$ cat src/rtl/mac_array_if.sv
// Handshake bundle for mac_array: beat input (in_valid/in_ready/a/b/klen),
// result output (out_valid/out_ready/y) and busy. master = producer/consumer, slave = mac_array.
interface mac_array_if #(
   parameter int I_W    = 8,
   parameter int LANES  = 4,
   parameter int KLEN_W = 8
);
   localparam int ACC_W = 2*I_W + $clog2(LANES) + KLEN_W;

   logic                     in_valid;
   logic                     in_ready;
   logic [LANES*I_W-1:0]     a;
   logic [LANES*I_W-1:0]     b;
   logic [KLEN_W-1:0]        klen;
   logic                     out_valid;
   logic                     out_ready;
   logic signed [ACC_W-1:0]  y;
   logic                     busy;

   modport master (
      output in_valid, a, b, klen, out_ready,
      input  in_ready, out_valid, y, busy
   );

   modport slave (
      input  in_valid, a, b, klen, out_ready,
      output in_ready, out_valid, y, busy
   );
endinterface

$ cat src/rtl/mac_array.sv
// Pipelined signed dot-product accumulator over windows of klen beats.
// Ports: clk, rst (sync active-high), clr (sync flush), bus (mac_array_if.slave).
// Define MAC_ARRAY_RELU_EN to clamp negative results to zero on y.
module mac_array #(
   parameter int I_W    = 8,
   parameter int LANES  = 4,
   parameter int KLEN_W = 8
) (
   input  logic       clk,
   input  logic       rst,
   input  logic       clr,
   mac_array_if.slave bus
);
   localparam int P_W   = 2*I_W;
   localparam int SUM_W = P_W + $clog2(LANES);
   localparam int ACC_W = SUM_W + KLEN_W;

   localparam logic [1:0] IDLE  = 2'd0;
   localparam logic [1:0] ACC   = 2'd1;
   localparam logic [1:0] FLUSH = 2'd2;
   localparam logic [1:0] HOLD  = 2'd3;

   logic [1:0]              state;
   logic [1:0]              fcnt;
   logic [KLEN_W-1:0]       count;
   logic [KLEN_W-1:0]       klen_q;
   logic [KLEN_W-1:0]       klen_eff;
   logic signed [P_W-1:0]   prod_d [LANES];
   logic signed [P_W-1:0]   prod_q [LANES];
   logic signed [SUM_W-1:0] sum_d;
   logic signed [SUM_W-1:0] sum_q;
   logic signed [ACC_W-1:0] acc;
   logic                    take;
   logic                    flush;
   logic                    done;

   assign flush         = rst || clr;
   assign bus.in_ready  = (state == IDLE) || (state == ACC);
   assign take          = bus.in_valid && bus.in_ready;
   assign done          = (state == HOLD) && bus.out_ready;
   assign klen_eff      = (bus.klen == '0) ? KLEN_W'(1) : bus.klen;
   assign bus.busy      = (state != IDLE);
   assign bus.out_valid = (state == HOLD);

   always_comb begin
      for (int k = 0; k < LANES; k++) begin
         prod_d[k] = P_W'($signed(bus.a[k*I_W +: I_W]))
                   * P_W'($signed(bus.b[k*I_W +: I_W]));
      end
   end

   always_comb begin
      sum_d = '0;
      for (int k = 0; k < LANES; k++) begin
         sum_d = sum_d + SUM_W'(prod_q[k]);
      end
   end

   // Gap cycles load zero products so the accumulator sees nothing.
   always_ff @(posedge clk) begin
      if (flush) begin
         for (int k = 0; k < LANES; k++) prod_q[k] <= '0;
         sum_q <= '0;
         acc   <= '0;
      end else begin
         for (int k = 0; k < LANES; k++) begin
            prod_q[k] <= take ? prod_d[k] : '0;
         end
         sum_q <= sum_d;
         if (done) acc <= '0;
         else      acc <= acc + ACC_W'(sum_q);
      end
   end

   // FLUSH covers the three pipeline stages behind the last beat.
   always_ff @(posedge clk) begin
      if (flush) begin
         state  <= IDLE;
         count  <= '0;
         klen_q <= '0;
         fcnt   <= '0;
      end else begin
         case (state)
            IDLE: begin
               if (take) begin
                  klen_q <= klen_eff;
                  count  <= KLEN_W'(1);
                  fcnt   <= '0;
                  state  <= (klen_eff == KLEN_W'(1)) ? FLUSH : ACC;
               end
            end
            ACC: begin
               if (take) begin
                  count <= count + KLEN_W'(1);
                  if (count + KLEN_W'(1) == klen_q) state <= FLUSH;
               end
            end
            FLUSH: begin
               fcnt <= fcnt + 2'd1;
               if (fcnt == 2'd2) state <= HOLD;
            end
            HOLD: begin
               if (bus.out_ready) begin
                  state <= IDLE;
                  count <= '0;
               end
            end
            default: state <= IDLE;
         endcase
      end
   end

   always_comb begin
      bus.y = '0;
      if (state == HOLD) begin
`ifdef MAC_ARRAY_RELU_EN
         bus.y = acc[ACC_W-1] ? '0 : acc;
`else
         bus.y = acc;
`endif
      end
   end
endmodule

$ cat src/flat_wrapper.sv
// flat-port wrapper written by rule: the top's interface ports become plain ports
module mac_array_flat 
#(
   parameter int I_W    = 8,
   parameter int LANES  = 4,
   parameter int KLEN_W = 8
)
  (clk, rst, clr, bus_in_valid, bus_a, bus_b, bus_klen, bus_out_ready, bus_in_ready, bus_out_valid, bus_y, bus_busy);
  mac_array_if #(.I_W(I_W), .LANES(LANES), .KLEN_W(KLEN_W)) bus_i ();
  input  logic clk;
  input  logic rst;
  input  logic clr;
  input wire logic [$bits(bus_i.in_valid)-1:0] bus_in_valid;
  input wire logic [$bits(bus_i.a)-1:0] bus_a;
  input wire logic [$bits(bus_i.b)-1:0] bus_b;
  input wire logic [$bits(bus_i.klen)-1:0] bus_klen;
  input wire logic [$bits(bus_i.out_ready)-1:0] bus_out_ready;
  output wire logic [$bits(bus_i.in_ready)-1:0] bus_in_ready;
  output wire logic [$bits(bus_i.out_valid)-1:0] bus_out_valid;
  output wire logic [$bits(bus_i.y)-1:0] bus_y;
  output wire logic [$bits(bus_i.busy)-1:0] bus_busy;
  assign bus_i.in_valid = bus_in_valid;
  assign bus_i.a = bus_a;
  assign bus_i.b = bus_b;
  assign bus_i.klen = bus_klen;
  assign bus_i.out_ready = bus_out_ready;
  assign bus_in_ready = bus_i.in_ready;
  assign bus_out_valid = bus_i.out_valid;
  assign bus_y = bus_i.y;
  assign bus_busy = bus_i.busy;
  mac_array #(.I_W(I_W), .LANES(LANES), .KLEN_W(KLEN_W)) u_core (.clk(clk), .rst(rst), .clr(clr), .bus(bus_i));
endmodule
$ cat config.mk
export PLATFORM = sky130hd
export DESIGN_NAME = mac_array_flat
export DESIGN_NICKNAME = d
export VERILOG_FILES = /design/src/rtl/mac_array_if.sv /design/src/rtl/mac_array.sv /design/src/flat_wrapper.sv
export SDC_FILE = /design/constraint.sdc
export NUM_CORES = 1
export LEC_CHECK = 0
export ABC_AREA = 0
export BUFFER_PORTS_ARGS = -buffer_cell sky130_fd_sc_hd__buf_2
export CORE_UTILIZATION = 60
export CTS_CLUSTER_DIAMETER = 120
export DETAILED_ROUTE_END_ITERATION = 7
export GPL_TIMING_DRIVEN = 0
export PLACE_DENSITY = 0.79
export SYNTH_ARGS = -nofsm -noshare
export SYNTH_HDL_FRONTEND = slang
export SYNTH_SLANG_ARGS = --single-unit
$ cat constraint.sdc
create_clock -name clk -period 13.85 [get_ports clk]
set_input_delay 2.77 -clock clk [delete_from_list [all_inputs] [get_ports clk]]
set_output_delay 2.77 -clock clk [all_outputs]
set_load 0.005 [all_outputs]
Yosys cells after proc, flatten, opt, wreduce, memory -nomap -nowiden
Memories as Yosys holds them, arrays and structs flattened.
Index checks and enable logic that the tools add are counted.

operators by class
  reduce and logical (&&, ||, !) cells = 14
  add/subtract/negate cells = 6
  multiplexer cells = 26
  equality and inequality tests = 11
  bitwise logic cells = 4
  multiply operators = 4

operators with widths
  operator             number
  $mux 16              8
  $mul 8x8->16         4
  $mux 8               4
  $add 26x18->26       1
  $mux 26              1
  $pmux 8 s3           1
  $add 17x16->18       1
  $add 18x16->18       1
  $add 16x16->17       1
  $mux 2               7
  $add 8x1->8 const B  1
  $eq 8x1->1 const B   1
  $eq 8x8->1           1
  $logic_not 8->1      1
  $pmux 2 s4           1
  $eq 2x2->1 const B   3
  $ne 2x1->1 const B   3
  $reduce_and 5->1     1
  $ne 2x2->1 const B   2
  $or 1x1->1           4
  $pmux 2 s2           1
  $reduce_and 2->1     2
  $reduce_and 4->1     1
  $reduce_bool 2->1    2
  8 further kinds      12

storage, ports and cells
  logic and storage cells = 72
  output and inout port bits = 29
  RAM bits = 64
  memories kept = 1
  register bits after elaboration = 64
  bits of input ports = 77

memory list
  memory         depth  width  read ports  clocked after Yosys merged registers in  wr ports  RTL line         RTL
  u_core.prod_q  4      16     4           0                                        4         mac_array.sv:29  logic signed [P_W-1:0] prod_q [LANES];

Depth between registers and ports, before layout
  depth in word-level cells = 6
  gate-level depth with buffers = 17
  depth with buffers taken out = 17

Least setup slack after synthesis
OpenSTA, ideal clock, no wires.

  path kind = input port to flip-flop
  start point = in bus_b[12]
  end point = mem u_core.prod_q[1][14] in the netlist's numbering
  cell stages on the path = 16
  library setup time = 0.071 ns
  path buffers = 0
  path slack = 7.244 ns
  arrival time = 6.535 ns
  required time = 13.779 ns
  cells stage by stage = and2_1 -> fa_1 -> inv_1 -> fa_1 -> inv_1 -> fa_1 -> inv_1 -> fa_1 -> inv_1 -> ha_1 -> o21a_1 -> o21ai_1 -> a21oi_1 -> o31a_1 -> a311o_1 -> a21oi_1

RTL lines
  what                RTL line            RTL
  start: declaration  flat_wrapper.sv:15  input wire logic [$bits(bus_i.b)-1:0] bus_b;
  end: declaration    mac_array.sv:29

==> metrics.cfg <==
[route]
drc_errors = 0
via_count = 12460
ant_nets = 0
wl_per_cell_um = 14.70
dr.pass1.iters = 6
vias_per_cell = 5.390
drt_iter0_markers = 739
wl_um = 33980

[worst_setup_path]
arrival_ns = 6.93
path_max_fanout = 8
reg2reg_depth = 12
crit_path_start_kind = primary input
worstSetupPathType = primary input to register
r2r_start = u_core.prod_q[2][0]
required_ns = 14.19
cp-end-kind = register
critPathLaunch = bus_b[12]

[placed_design]
dp.cells = 2279
dp_hpwl_um = 28360
portBuffers = 105
placed_cell_area_sq_mm = 0.01740
globalplace.congestion = 0.9264

[logic_synthesis]
yosys_most_used_dff = dfxtp_1
yosysSeqAreaShare = 0.1558
synth-edff-count = 0
synth_top_area_cell = fa_1
synth_top_area_share = 0.3091
synth_fp_nets = 2329
postSynthCellCount = 1833
ys_async_sr_fraction = 0
syn_area_sq_mm = 0.01645
syn_avg_cell_area_sq_um = 8.974
synth_area_leaders = fa_1 (31%), dfxtp_1 (16%), ha_1 (13%)
synth.distinct_cells = 59
ys_warn_count = 0
ys_seq_elements = 128

[floorplanning]
start_util = 0.6104
rows = 60
dieArea_sq_mm = 0.02808
die_w_um = 167.6
die_height_um = 167.6
boundaryPins = 106
fp.coreArea_sq_mm = 0.02695

[cts]
clk_pin_slew_worst_paths_ns = 0.06
clockRootBuffer = clkbuf_16
cts_tree = yes
clock_path_buffers = 2
clk_latency_ns = 0.42
cts_setup_buffers = 0
cts_made_buffers = 17
cts_resized = 0
clock-sinks = 128
cts_max_level = 4
cts_hold_buf = 0

[global_routing]
grt_overflow = 0
antenna_found_initial = 0
grt_pass1_vias = 13000
grt_pass1_wl_um = 59160
grt_max_degree = 17
grt_usage = 0.2583

[finish]
antenna_cells = 0
drive_gt1_frac = 0.07614
final_cell_mix = inv_1 (350), fa_1 (254), and2_1 (210)
instances_no_fill = 2311
area_growth_pct = 9.401
fillCellCount = 2148
fin_nets = 2453
fin_area_sq_mm = 0.01800
final_util = 0.6677
final_common_cell = inv_1

[timing]
setup_viol = 0
finalCritPeriodShare = 0.4758
period_needed_ns = 6.590
clock.fmax_mhz = 151.8
final.setup_skew_ns = 0.01058
worst_slew_pin_slew_ns = 0.7356
final_hold_viol_count = 0
setup_tns_ns = 0
slew_viol_final = 0
rsz0062_at_grt = false
relSlewSlack = 0.5096

[outcome]
outcome = finished, final reports clean

[power]
ir_drop_uv = 126.1
power_density_mw_per_mm2 = 148.9
p_leak_nw = 9.027
power_mw = 2.679

[run]
maxCapViolCount = 0

[worst_hold_path]
min_from = u_core.klen_q[1]
min_delay_path_depth = 2
hold_path_class = register to register

## flip-flops by register name (all words and copies together) (netlist names)
register,cells
u_core.prod_q,64
u_core.sum_q,18
u_core.fcnt,2
u_core.state,2
u_core.count,8
u_core.klen_q,8
u_core.acc,26
## per-stage QoR
stage	setup slack (ns)	hold WS [ns]
after detailed placement	6.855	0.4637
after global placement	6.838	0.4609
after CTS	7.268	0.4720
after global routing	7.026	0.4917
after floorplan	7.244	0.4478
final	7.260	0.4710
## report_power, final
group / switching [mW] / leakage (nW) / total, mW / internal, mW
clock network: 0.162 / 0.285 / 0.444 / 0.283
logic: 0.996 / 7.70 / 1.77 / 0.771
registers: 0.0415 / 1.04 / 0.468 / 0.426
total: 1.20 / 9.03 / 2.68 / 1.48
## kinds of logic (layout without fill, tap and decap cells)
logic type / count (synthesis) / in the layout / synth area share
and+or+nand+nor: 598 / 598 / 0.1876
adders and majority gates: 419 / 419 / 0.4346
buffers and inverters: 370 / 507 / 0.08458
AOI/OAI and AO/OA: 217 / 217 / 0.08283
DFF: 128 / 128 / 0.1558
xor gates and xnor gates: 93 / 93 / 0.04952
muxes: 8 / 8 / 0.005020
## Yosys cell counts, types with 3 or more instances
master,n
nor2_1,118
nor3_1,25
a211oi_1,7
and3_1,12
and2_1,210
a21oi_1,80
nand2_1,137
o31ai_1,5
nor4_1,7
fa_1,254
xor2_1,33
o21a_1,8
a31oi_1,7
nand2b_1,26
ha_1,165
o21ai_0,51
o21ai_1,3
inv_1,350
mux2i_1,6
dfxtp_1,128
nand3_1,12
nand4_1,4
nor3b_1,10
or3_1,4
clkbuf_1,17
nor2b_1,25
a21o_1,23
xnor2_1,60
o211ai_1,8
## layout make-up
| type | count | area (sq um) | area share |
|---|---|---|---|
| Multi-Input combinational cell | 1335 | 12500 | 0.6944 |
| Sequential cell | 128 | 2562 | 0.1424 |
| Inverter | 350 | 1314 | 0.07300 |
| Timing Repair Buffer | 105 | 525.5 | 0.02920 |
| Clock buffer | 23 | 488.0 | 0.02712 |
| Tap cell | 341 | 426.7 | 0.02371 |
| Clock inverter | 9 | 106.4 | 0.005910 |
| Buffer | 20 | 77.57 | 0.004311 |
## critical path, stage by stage
cell	delay (ns)
buf_2	0.15
and2_1	0.19
fa_1	0.53
inv_1	0.05
fa_1	0.48
inv_1	0.06
fa_1	0.53
inv_1	0.05
fa_1	0.52
inv_1	0.04
ha_1	0.31
o21a_1	0.13
o21ai_1	0.20
a21oi_1	0.13
o31a_1	0.29
a311o_1	0.36
a21oi_1	0.13
## per-layer routing
metal  track usage  up-vias  part of all wire
met5             0        -                 0
met4       0.08137        0             0.025
met3       0.02931       60             0.034
met2        0.4600      322              0.51
met1        0.3279     6090              0.44
li1              -     5985                 -
## worst paths after layout
kind                                              to  slack (ns)
worst max register to register      u_core.sum_q[17]       10.53
worst max-delay path            u_core.prod_q[1][14]        7.26
worst min register to register      u_core.klen_q[1]        0.47
worst min-delay path                u_core.klen_q[1]        0.47
(Power assumes the default switching activity.)
